[src/rtl/serial_frame_pkg.sv]
// Shared definitions for the serial framing link: state encoding, line levels
// and the parity helper used by both the transmit and receive sides.
package serial_frame_pkg;

    typedef enum logic [2:0] {
        ST_IDLE   = 3'd0,
        ST_START  = 3'd1,
        ST_DATA   = 3'd2,
        ST_PARITY = 3'd3,
        ST_STOP   = 3'd4
    } tx_state_e;

    localparam logic LINE_IDLE  = 1'b1;
    localparam logic LINE_START = 1'b0;

    // Even parity: the bit that makes the total count of ones even.
    // Callers zero-extend narrower words, which leaves the XOR unchanged.
    function automatic logic even_parity(input logic [63:0] word);
        return ^word;
    endfunction

endpackage

[src/rtl/tx_bit_timer.sv]
// Bit-period timer: counts 0..DIV-1 and flags the last cycle of each period.
// A restart pulse realigns the period to the following cycle.
module tx_bit_timer #(
    parameter int DIV = 4
) (
    input  logic clk,
    input  logic clr,
    input  logic restart,
    output logic tick
);

    localparam int CW = (DIV > 1) ? $clog2(DIV) : 1;
    localparam logic [CW-1:0] LAST = CW'(DIV - 1);

    logic [CW-1:0] cnt_r;

    assign tick = (cnt_r == LAST);

    // Period counter, wrapping on tick and cleared on every state change.
    always_ff @(posedge clk) begin
        if (!clr) begin
            cnt_r <= '0;
        end else if (restart || tick) begin
            cnt_r <= '0;
        end else begin
            cnt_r <= cnt_r + CW'(1'b1);
        end
    end

endmodule

[src/rtl/serial_frame_tx.sv]
// Framed serial transmitter: start bit, WIDTH data bits in either order,
// optional even parity and a stop bit, each held for DIV clock cycles.
module serial_frame_tx
    import serial_frame_pkg::*;
#(
    parameter int WIDTH     = 4,
    parameter int DIV       = 4,
    parameter int PARITY_EN = 1
) (
    input  logic             clk,
    input  logic             clr,
    input  logic [WIDTH-1:0] d,
    input  logic             valid,
    input  logic             msb_first,
    output logic             ready,
    output logic             sout,
    output logic             busy,
    output logic             done
);

    localparam int BW = $clog2(WIDTH + 1);
    localparam logic [BW-1:0] LAST_BIT = BW'(WIDTH - 1);

    tx_state_e        state_r, state_s;
    logic [WIDTH-1:0] shreg_r, shreg_s;
    logic [BW-1:0]    bcnt_r, bcnt_s;
    logic             msb_r, msb_s;
    logic             par_r, par_s;
    logic             sout_r, sout_s;
    logic             done_r, done_s;
    logic             ready_r, busy_r;
    logic             restart_s, tick_s;

    tx_bit_timer #(.DIV(DIV)) u_timer (
        .clk     (clk),
        .clr     (clr),
        .restart (restart_s),
        .tick    (tick_s)
    );

    // Next-state, datapath and line-level decode for the frame FSM.
    always_comb begin
        state_s = state_r;
        shreg_s = shreg_r;
        bcnt_s  = bcnt_r;
        msb_s   = msb_r;
        par_s   = par_r;
        done_s  = 1'b0;
        case (state_r)
            ST_IDLE: begin
                if (valid) begin
                    state_s = ST_START;
                    shreg_s = d;
                    msb_s   = msb_first;
                    par_s   = even_parity(64'(d));
                    bcnt_s  = '0;
                end else begin
                    state_s = ST_IDLE;
                end
            end
            ST_START: begin
                if (tick_s) begin
                    state_s = ST_DATA;
                end else begin
                    state_s = ST_START;
                end
            end
            ST_DATA: begin
                if (tick_s) begin
                    shreg_s = msb_r ? {shreg_r[WIDTH-2:0], 1'b0}
                                    : {1'b0, shreg_r[WIDTH-1:1]};
                    bcnt_s  = bcnt_r + BW'(1'b1);
                    if (bcnt_r == LAST_BIT) begin
                        state_s = (PARITY_EN != 0) ? ST_PARITY : ST_STOP;
                    end else begin
                        state_s = ST_DATA;
                    end
                end else begin
                    state_s = ST_DATA;
                end
            end
            ST_PARITY: begin
                if (tick_s) begin
                    state_s = ST_STOP;
                end else begin
                    state_s = ST_PARITY;
                end
            end
            ST_STOP: begin
                if (tick_s) begin
                    state_s = ST_IDLE;
                    done_s  = 1'b1;
                end else begin
                    state_s = ST_STOP;
                end
            end
            default: begin
                state_s = ST_IDLE;
            end
        endcase

        restart_s = (state_s != state_r);

        // The line level is taken from the next state so sout can be registered
        // and still line up with the state it belongs to.
        case (state_s)
            ST_IDLE:   sout_s = LINE_IDLE;
            ST_START:  sout_s = LINE_START;
            ST_DATA:   sout_s = msb_s ? shreg_s[WIDTH-1] : shreg_s[0];
            ST_PARITY: sout_s = par_s;
            ST_STOP:   sout_s = LINE_IDLE;
            default:   sout_s = LINE_IDLE;
        endcase
    end

    // State, datapath and registered outputs.
    always_ff @(posedge clk) begin
        if (!clr) begin
            state_r <= ST_IDLE;
            shreg_r <= '0;
            bcnt_r  <= '0;
            msb_r   <= 1'b0;
            par_r   <= 1'b0;
            sout_r  <= LINE_IDLE;
            done_r  <= 1'b0;
            ready_r <= 1'b1;
            busy_r  <= 1'b0;
        end else begin
            state_r <= state_s;
            shreg_r <= shreg_s;
            bcnt_r  <= bcnt_s;
            msb_r   <= msb_s;
            par_r   <= par_s;
            sout_r  <= sout_s;
            done_r  <= done_s;
            ready_r <= (state_s == ST_IDLE);
            busy_r  <= (state_s != ST_IDLE);
        end
    end

    assign ready = ready_r;
    assign busy  = busy_r;
    assign done  = done_r;
    assign sout  = sout_r;

endmodule

[config.mk]
export PLATFORM = sky130hd
export DESIGN_NAME = serial_frame_tx
export DESIGN_NICKNAME = d
export VERILOG_FILES = /design/src/rtl/serial_frame_pkg.sv /design/src/rtl/tx_bit_timer.sv /design/src/rtl/serial_frame_tx.sv
export SDC_FILE = /design/constraint.sdc
export NUM_CORES = 1
export LEC_CHECK = 0
export ABC_AREA = 1
export BUFFER_PORTS_ARGS = -buffer_cell sky130_fd_sc_hd__buf_4
export CAP_MARGIN = 20
export CORE_MARGIN = 10
export CORE_UTILIZATION = 35
export CTS_CLUSTER_DIAMETER = 150
export DETAILED_ROUTE_END_ITERATION = 10
export HOLD_SLACK_MARGIN = 0.05
export SLEW_MARGIN = 10
export SYNTH_ARGS = -nofsm -noshare
export SYNTH_HDL_FRONTEND = slang
export SYNTH_SLANG_ARGS = --single-unit
export TNS_END_PERCENT = 10
[constraint.sdc]
create_clock -name clk -period 3.95 [get_ports clk]
set_input_delay 0.395 -clock clk [delete_from_list [all_inputs] [get_ports clk]]
set_output_delay 0.395 -clock clk [all_outputs]
set_load 0.05 [all_outputs]
* Word level (Yosys, flattened, before mapping) *
Cells that the tools add are included.

word-level totals
  bits in registers = 18
  latch bits = 0
  RAM bits = 0
  bits in read-only memories = 0
  input port bits = 8
  memories kept = 0

cells by class
  add/subtract/negate cells = 2
  $mul = 0
  div/mod/pow operators = 0
  order comparisons = 0
  equal/unequal tests = 12
  shift-type cells = 0
  muxes and demuxes = 21
  bitwise gates (word level) = 1
  reductions and logical operators = 9

operator list
  kind                                                                      number
  64-bit parity                                                             1
  3-bit by 2-bit equality test with 1-bit output (second input constant)    5
  3-bit two-way mux                                                         5
  3-bit one-hot mux with 5 select lines                                     1
  4-bit two-way mux                                                         3
  1-bit two-way mux                                                         8
  4-bit one-hot mux with 2 select lines                                     1
  3-bit by 1-bit equality test with 1-bit output (second input constant)    2
  3-bit zero test                                                           2
  3-bit one-hot mux with 2 select lines                                     1
  3-bit by 1-bit adder with 3-bit output (second input constant)            1
  3-bit equality test (second input constant)                               1
  3-bit inequality test                                                     1
  1-bit one-hot mux with 3 select lines                                     1
  3-bit AND reduction                                                       1
  3-bit nonzero test                                                        1
  2-bit by 1-bit adder with 2-bit output (second input constant)            1
  2-bit equality test (second input constant)                               1
  2-bit two-way mux                                                         1
  2-bit by 1-bit inequality test with 1-bit output (second input constant)  1
  2-bit inequality test (second input constant)                             1
  2-bit AND reduction                                                       1
  2-bit nonzero test                                                        1
  2-bit OR reduction                                                        1
  2 further kinds                                                           2

* Depth between registers and ports, before layout *
  depth after elaboration = 7
  mapped depth = 8
  depth with buffers taken out = 8

* By module *
A second synthesis with hierarchy kept.

second synthesis, totals
  cells, all modules = 130
  area total of the unflattened synthesis = 923.4 µm²

modules (own cells, without submodules)
  module           times used  cells an instance  area each (µm²)  seq. area each (µm²)
  serial_frame_tx  1           122                852.1            320.3
  tx_bit_timer     1           8                  71.3             40.0

* Least setup slack after synthesis *
Ideal clock, no wire load.

  path kind = register to register
  from = register bcnt_r[0]
  to = register busy_r (netlist: busy)
  library setup time = 111 ps
  arrival = 1141 ps
  required time = 3839 ps
  slack = 2699 ps
  cell stages (with the launch flop) = 9
  path buffers = 0
  clock period less this slack = 1251 ps
  cells stage by stage = dfxtp_1 > ha_1 > ha_1 > nand2_1 > nor2_4 > nor2_4 > a21oi_2 > nor2_2 > inv_2

between the ends
  cells in the longest elaborated chain, start to end = 5

RTL lines
  element                                         line                    source
  from (decl)                                     serial_frame_tx.sv:26   logic [BW-1:0] bcnt_r, bcnt_s;
  from (signal assigned)                          serial_frame_tx.sv:131  bcnt_r <= bcnt_s;
  3-bit by 2-bit equality test with 1-bit output  serial_frame_tx.sv:73   if (bcnt_r == LAST_BIT) begin
  1-bit two-way mux                               serial_frame_tx.sv:73
  3-bit two-way mux                               serial_frame_tx.sv:69   if (tick_s) begin
  3-bit one-hot mux with 5 select lines           serial_frame_tx.sv:49   case (state_r)
  3-bit nonzero test                              serial_frame_tx.sv:137  busy_r <= (state_s != ST_IDLE);
  to (signal assigned)                            serial_frame_tx.sv:137
  to (decl)                                       serial_frame_tx.sv:31   logic ready_r, busy_r;

No other way between the ends.
A chain may end at the register's enable or synchronous reset.

* Worst setup path in the final report *
  from = register u_timer.cnt_r[0]
  to = register busy_r (netlist: busy)

between the ends
  cells in the longest elaborated chain, start to end = 4
  elaborated cells between the ends (all ways) = 7
  those cells by class = eq/ne: 1; mux: 5; reduce/logical: 1

RTL lines
  element                                    line                    source
  from (decl)                                tx_bit_timer.sv:15      logic [CW-1:0] cnt_r;
  from (signal assigned)                     tx_bit_timer.sv:26      cnt_r <= cnt_r + CW'(1'b1);
  2-bit equality test (*)                    tx_bit_timer.sv:17      assign tick = (cnt_r == LAST);
  net tick_s                                 serial_frame_tx.sv:32   logic restart_s, tick_s;
  3-bit two-way mux (tied with other cells)  serial_frame_tx.sv:83   if (tick_s) begin
  3-bit one-hot mux with 5 select lines (*)  serial_frame_tx.sv:49
  3-bit nonzero test (*)                     serial_frame_tx.sv:137

Mark *: on every way through the listed nets, which the timed path passes. The rest lies on a longest branch.

==> flow_summary_export.csv <==
group,metric,value,unit
routing,avgRoutedWirePerCell,10.5,µm
placement,place_congestion,0.893,
critical_path,critPathLaunchType,"flop",
routing,drt_iter0_drc,47,
critical_path,r2r_end,"busy",
power,p_leak,0.492,nW
grt,largest_net_degree_at_the_start_of_global_routing,15,
logic_synthesis,synth_area,935,µm²
critical_path,critPathKind,"reg2reg",
grt,grt_overflow,0,
grt,first_global_vias,759,
sta,clock-skew-final,0.00171,ns
logic_synthesis,syn_area_per_cell,7.60,µm²
sta,slew_violations,0,
critical_path,ff_to_ff_setup_slack,2.55,ns
final_layout,antenna_cells_inserted,0,
critical_path,cp.required,4.15,ns
power,cellPowerDensity,400,mW/mm²
worst_hold_path,worst_hold_path_ep,"par_r",
sta,timing.final.crit_share,35.4,%
cts,hold_buf_count_cts,0,
logic_synthesis,synth_cell_types,27,
sta,max_freq,0.715,GHz
critical_path,cpMaxStageDelayCell,"sky130_fd_sc_hd__dfxtp_1",
critical_path,worst-path-max-fanout,6,
floorplanning,io_pins,12,
cts,cts_root_buffer,"sky130_fd_sc_hd__clkbuf_4",
floorplanning,core_region_area,0.00252,mm²
routing,drt_drc_violations_left,0,
sta,tns,0,ns
critical_path,reg2regPathDepth,8,
floorplanning,core.rowCount,18,
routing,via_count,796,
floorplanning,die_w,71.7,µm
routing,post_drt_via_cell_ratio,4.77,
floorplanning,die_area,0.00514,mm²
final_layout,drive_gt1_share,24.1,%
sta,timing.final.crit_period,1.40,ns
critical_path,critical_path.reg2reg.startpoint,"u_timer.cnt_r[0]",
cts,cts_tree,"yes",
critical_path,timing.critical_path.cells,"ha_1 > inv_1 > nand3_1 > nand3_2 > nor2_4 > a21oi_2 > nor2_2 > inv_2",
run_status,outcome,"finished, final reports clean",
logic_synthesis,synth_sequential_area_ratio,38.6,%
final_layout,postLayoutCoreUtil,43.1,%
placement,post-dp-hpwl,1380,µm
floorplanning,initial_cell_density_of_the_core,37.1,%
critical_path,path_buf_inv,2,
cts,clock_sinks,18,
floorplanning,die_h,71.7,µm
sta,max_slew.worst_pin.slew,0.479,ns
cts,clock_tree.buffer_depth,2,
cts,cts_setup_buffers,0,
placement,detailed_place.area,0.00105,mm²
worst_hold_path,min-delay-path-class,"in2reg",
logic_synthesis,yosysWarnings,0,
cts,htreeDepth,1,
logic_synthesis,post_synth_inst_count,123,
critical_path,timing.critical_path.slowest_cell_delay,0.35,ns
cts,post_cts_resize_count,0,
grt,antenna_violations_before_repair,0,
final_layout,top_library_cells_by_usage_in_the_layout_fill_and_taps_aside,"sky130_fd_sc_hd__nand2_1 (23), sky130_fd_sc_hd__nor2_1 (18), sky130_fd_sc_hd__dfxtp_1 (18)",
flow_run,cap_violations,0,
final_layout,area.growth.synth_to_final,16.3,%
sta,finalHoldViolations,0,
routing,antenna_left,0,
routing,drt_wl_total,1750,µm
critical_path,endpoint_type_of_the_worst_setup_path,"flop",
cts,clock_latency,0.29,ns
power,ir_drop,0.255,mV
logic_synthesis,register_bit_count_reported_by_yosys,18,
final_layout,final_net_count,149,
final_layout,stdcell_area,0.00109,mm²
sta,rsz0062_at_grt,"no",
sta,worst_case_headroom_to_the_max_slew_limit,68.0,%
cts,cts-buffers-inserted,3,
final_layout,most_common_cell_after_layout_fill_and_taps_aside,"sky130_fd_sc_hd__nand2_1",
cts,clock_edge_transition_at_the_registers_on_the_reported_setup_and_hold_paths,0.10,ns
critical_path,critical_path_arrival,1.60,ns
placement,portBuffers,11,
grt,grt_first_pass_wirelength,3170,µm
sta,setup_viol,0,
final_layout,fill_cells,253,
routing,drt_pre_antenna_iters,3,
final_layout,post_layout_nonfiller_instances,167,
placement,place.detailed.instances,163,
grt,globalRouteTotalUtil,7.43,%
worst_hold_path,min_delay_path_depth,2,
critical_path,cp_top_family,"simple AND/OR/NAND/NOR gates",
logic_synthesis,syn-num-nets,134,
sta,whs,0.314,ns
worst_hold_path,worstHoldStart,"clr",
cell type report:
type	instances	area (µm²)	area share (%)
clock buffer	4	36.3	3.34
inverter	16	62.6	5.75
multi-input combinational	88	508	46.7
sequential	18	360	33.1
tap	30	37.5	3.45
timing repair buffer	11	82.6	7.59
worst register-to-register path: cells and delay by family, from the launching register on:
| family | cells | cell delay [ns] |
|---|---|---|
| simple gates | 4 | 0.46 |
| flops | 1 | 0.35 |
| fa+ha+maj | 1 | 0.27 |
| buf+inv | 2 | 0.17 |
| compound gates | 1 | 0.07 |
synth_stat cells:
master,count,area (µm²)
sky130_fd_sc_hd__a211oi_2,1,12.5
sky130_fd_sc_hd__a21boi_1,1,7.51
sky130_fd_sc_hd__a21oi_1,6,30.0
sky130_fd_sc_hd__a21oi_2,1,8.76
sky130_fd_sc_hd__and2_1,1,6.26
sky130_fd_sc_hd__clkbuf_1,1,3.75
sky130_fd_sc_hd__dfxtp_1,18,360
sky130_fd_sc_hd__ha_1,3,37.5
sky130_fd_sc_hd__inv_1,10,37.5
sky130_fd_sc_hd__inv_2,5,18.8
sky130_fd_sc_hd__inv_4,1,6.26
sky130_fd_sc_hd__mux2i_1,2,20.0
sky130_fd_sc_hd__nand2_1,23,86.3
sky130_fd_sc_hd__nand3_1,9,45.0
sky130_fd_sc_hd__nand3_2,2,20.0
sky130_fd_sc_hd__nand3_4,1,17.5
sky130_fd_sc_hd__nand4_2,1,12.5
sky130_fd_sc_hd__nor2_1,18,67.6
sky130_fd_sc_hd__nor2_2,2,12.5
sky130_fd_sc_hd__nor2_4,4,45.0
sky130_fd_sc_hd__nor3_1,3,15.0
sky130_fd_sc_hd__o21ai_0,3,15.0
sky130_fd_sc_hd__o21ai_1,2,10.0
sky130_fd_sc_hd__o22ai_1,1,6.26
sky130_fd_sc_hd__or2_0,1,6.26
sky130_fd_sc_hd__xnor2_1,2,17.5
sky130_fd_sc_hd__xor2_1,1,8.76
sequential cells by signal, summed over array words and instances, names as in the netlist:
| register | flops |
|---|---|
| u_timer.cnt_r | 2 |
| bcnt_r | 3 |
| busy | 1 |
| sout | 1 |
| shreg_r | 4 |
| msb_r | 1 |
| done | 1 |
| par_r | 1 |
| state_r | 3 |
| ready | 1 |
worst max-delay path by stage:
| stage | end | start | depth (start not counted) | slack, ns |
|---|---|---|---|---|
| 3_5_place_dp | busy | u_timer.cnt_r[0] | 8 | 2.55 |
| 6_report | busy | u_timer.cnt_r[0] | 8 | 2.55 |
| 3_3_place_gp | busy | u_timer.cnt_r[0] | 8 | 2.60 |
| 4_1_cts | busy | u_timer.cnt_r[0] | 8 | 2.54 |
| 5_1_grt | shreg_r[2] | u_timer.cnt_r[0] | 6 | 2.42 |
| 2_1_floorplan | busy | bcnt_r[0] | 8 | 2.70 |
per-layer routing:
metal  GRT usage, %  vias to the layer above  share of wire (%)
met2           11.7                       10                 43
met3           4.41                        5                7.8
li1               -                      426                  -
met5              0                        -                  0
met1           8.10                      355                 48
met4           2.58                        0                1.4
logic make-up (layout without fill, tap and decap cells):
family	count (synthesis)	in the layout	synth area share (%)
AO/OA/AOI/OAI	15	15	9.64
flip-flops	18	18	38.6
buffers and inverters	17	31	7.10
AND/OR/NAND/NOR	65	65	35.7
XOR/XNOR	3	3	2.81
multiplexers	2	2	2.14
adder cells (fa/ha/maj)	3	3	4.02
through the flow:
| step | total power, mW | setup slack (ns) |
|---|---|---|
| 2_1_floorplan | 0.298 | 2.70 |
| 3_3_place_gp | 0.326 | 2.60 |
| 3_5_place_dp | 0.327 | 2.55 |
| 4_1_cts | 0.440 | 2.54 |
| 5_1_grt | 0.461 | 2.42 |
| 6_report | 0.435 | 2.55 |
where the power goes:
part	leakage (nW)	switching (mW)	internal [mW]	total (mW)
clock	0.0210	0.0567	0.0562	0.113
combinational	0.323	0.0717	0.0409	0.113
sequential	0.148	0.0109	0.199	0.210
(Power assumes the default switching activity.)
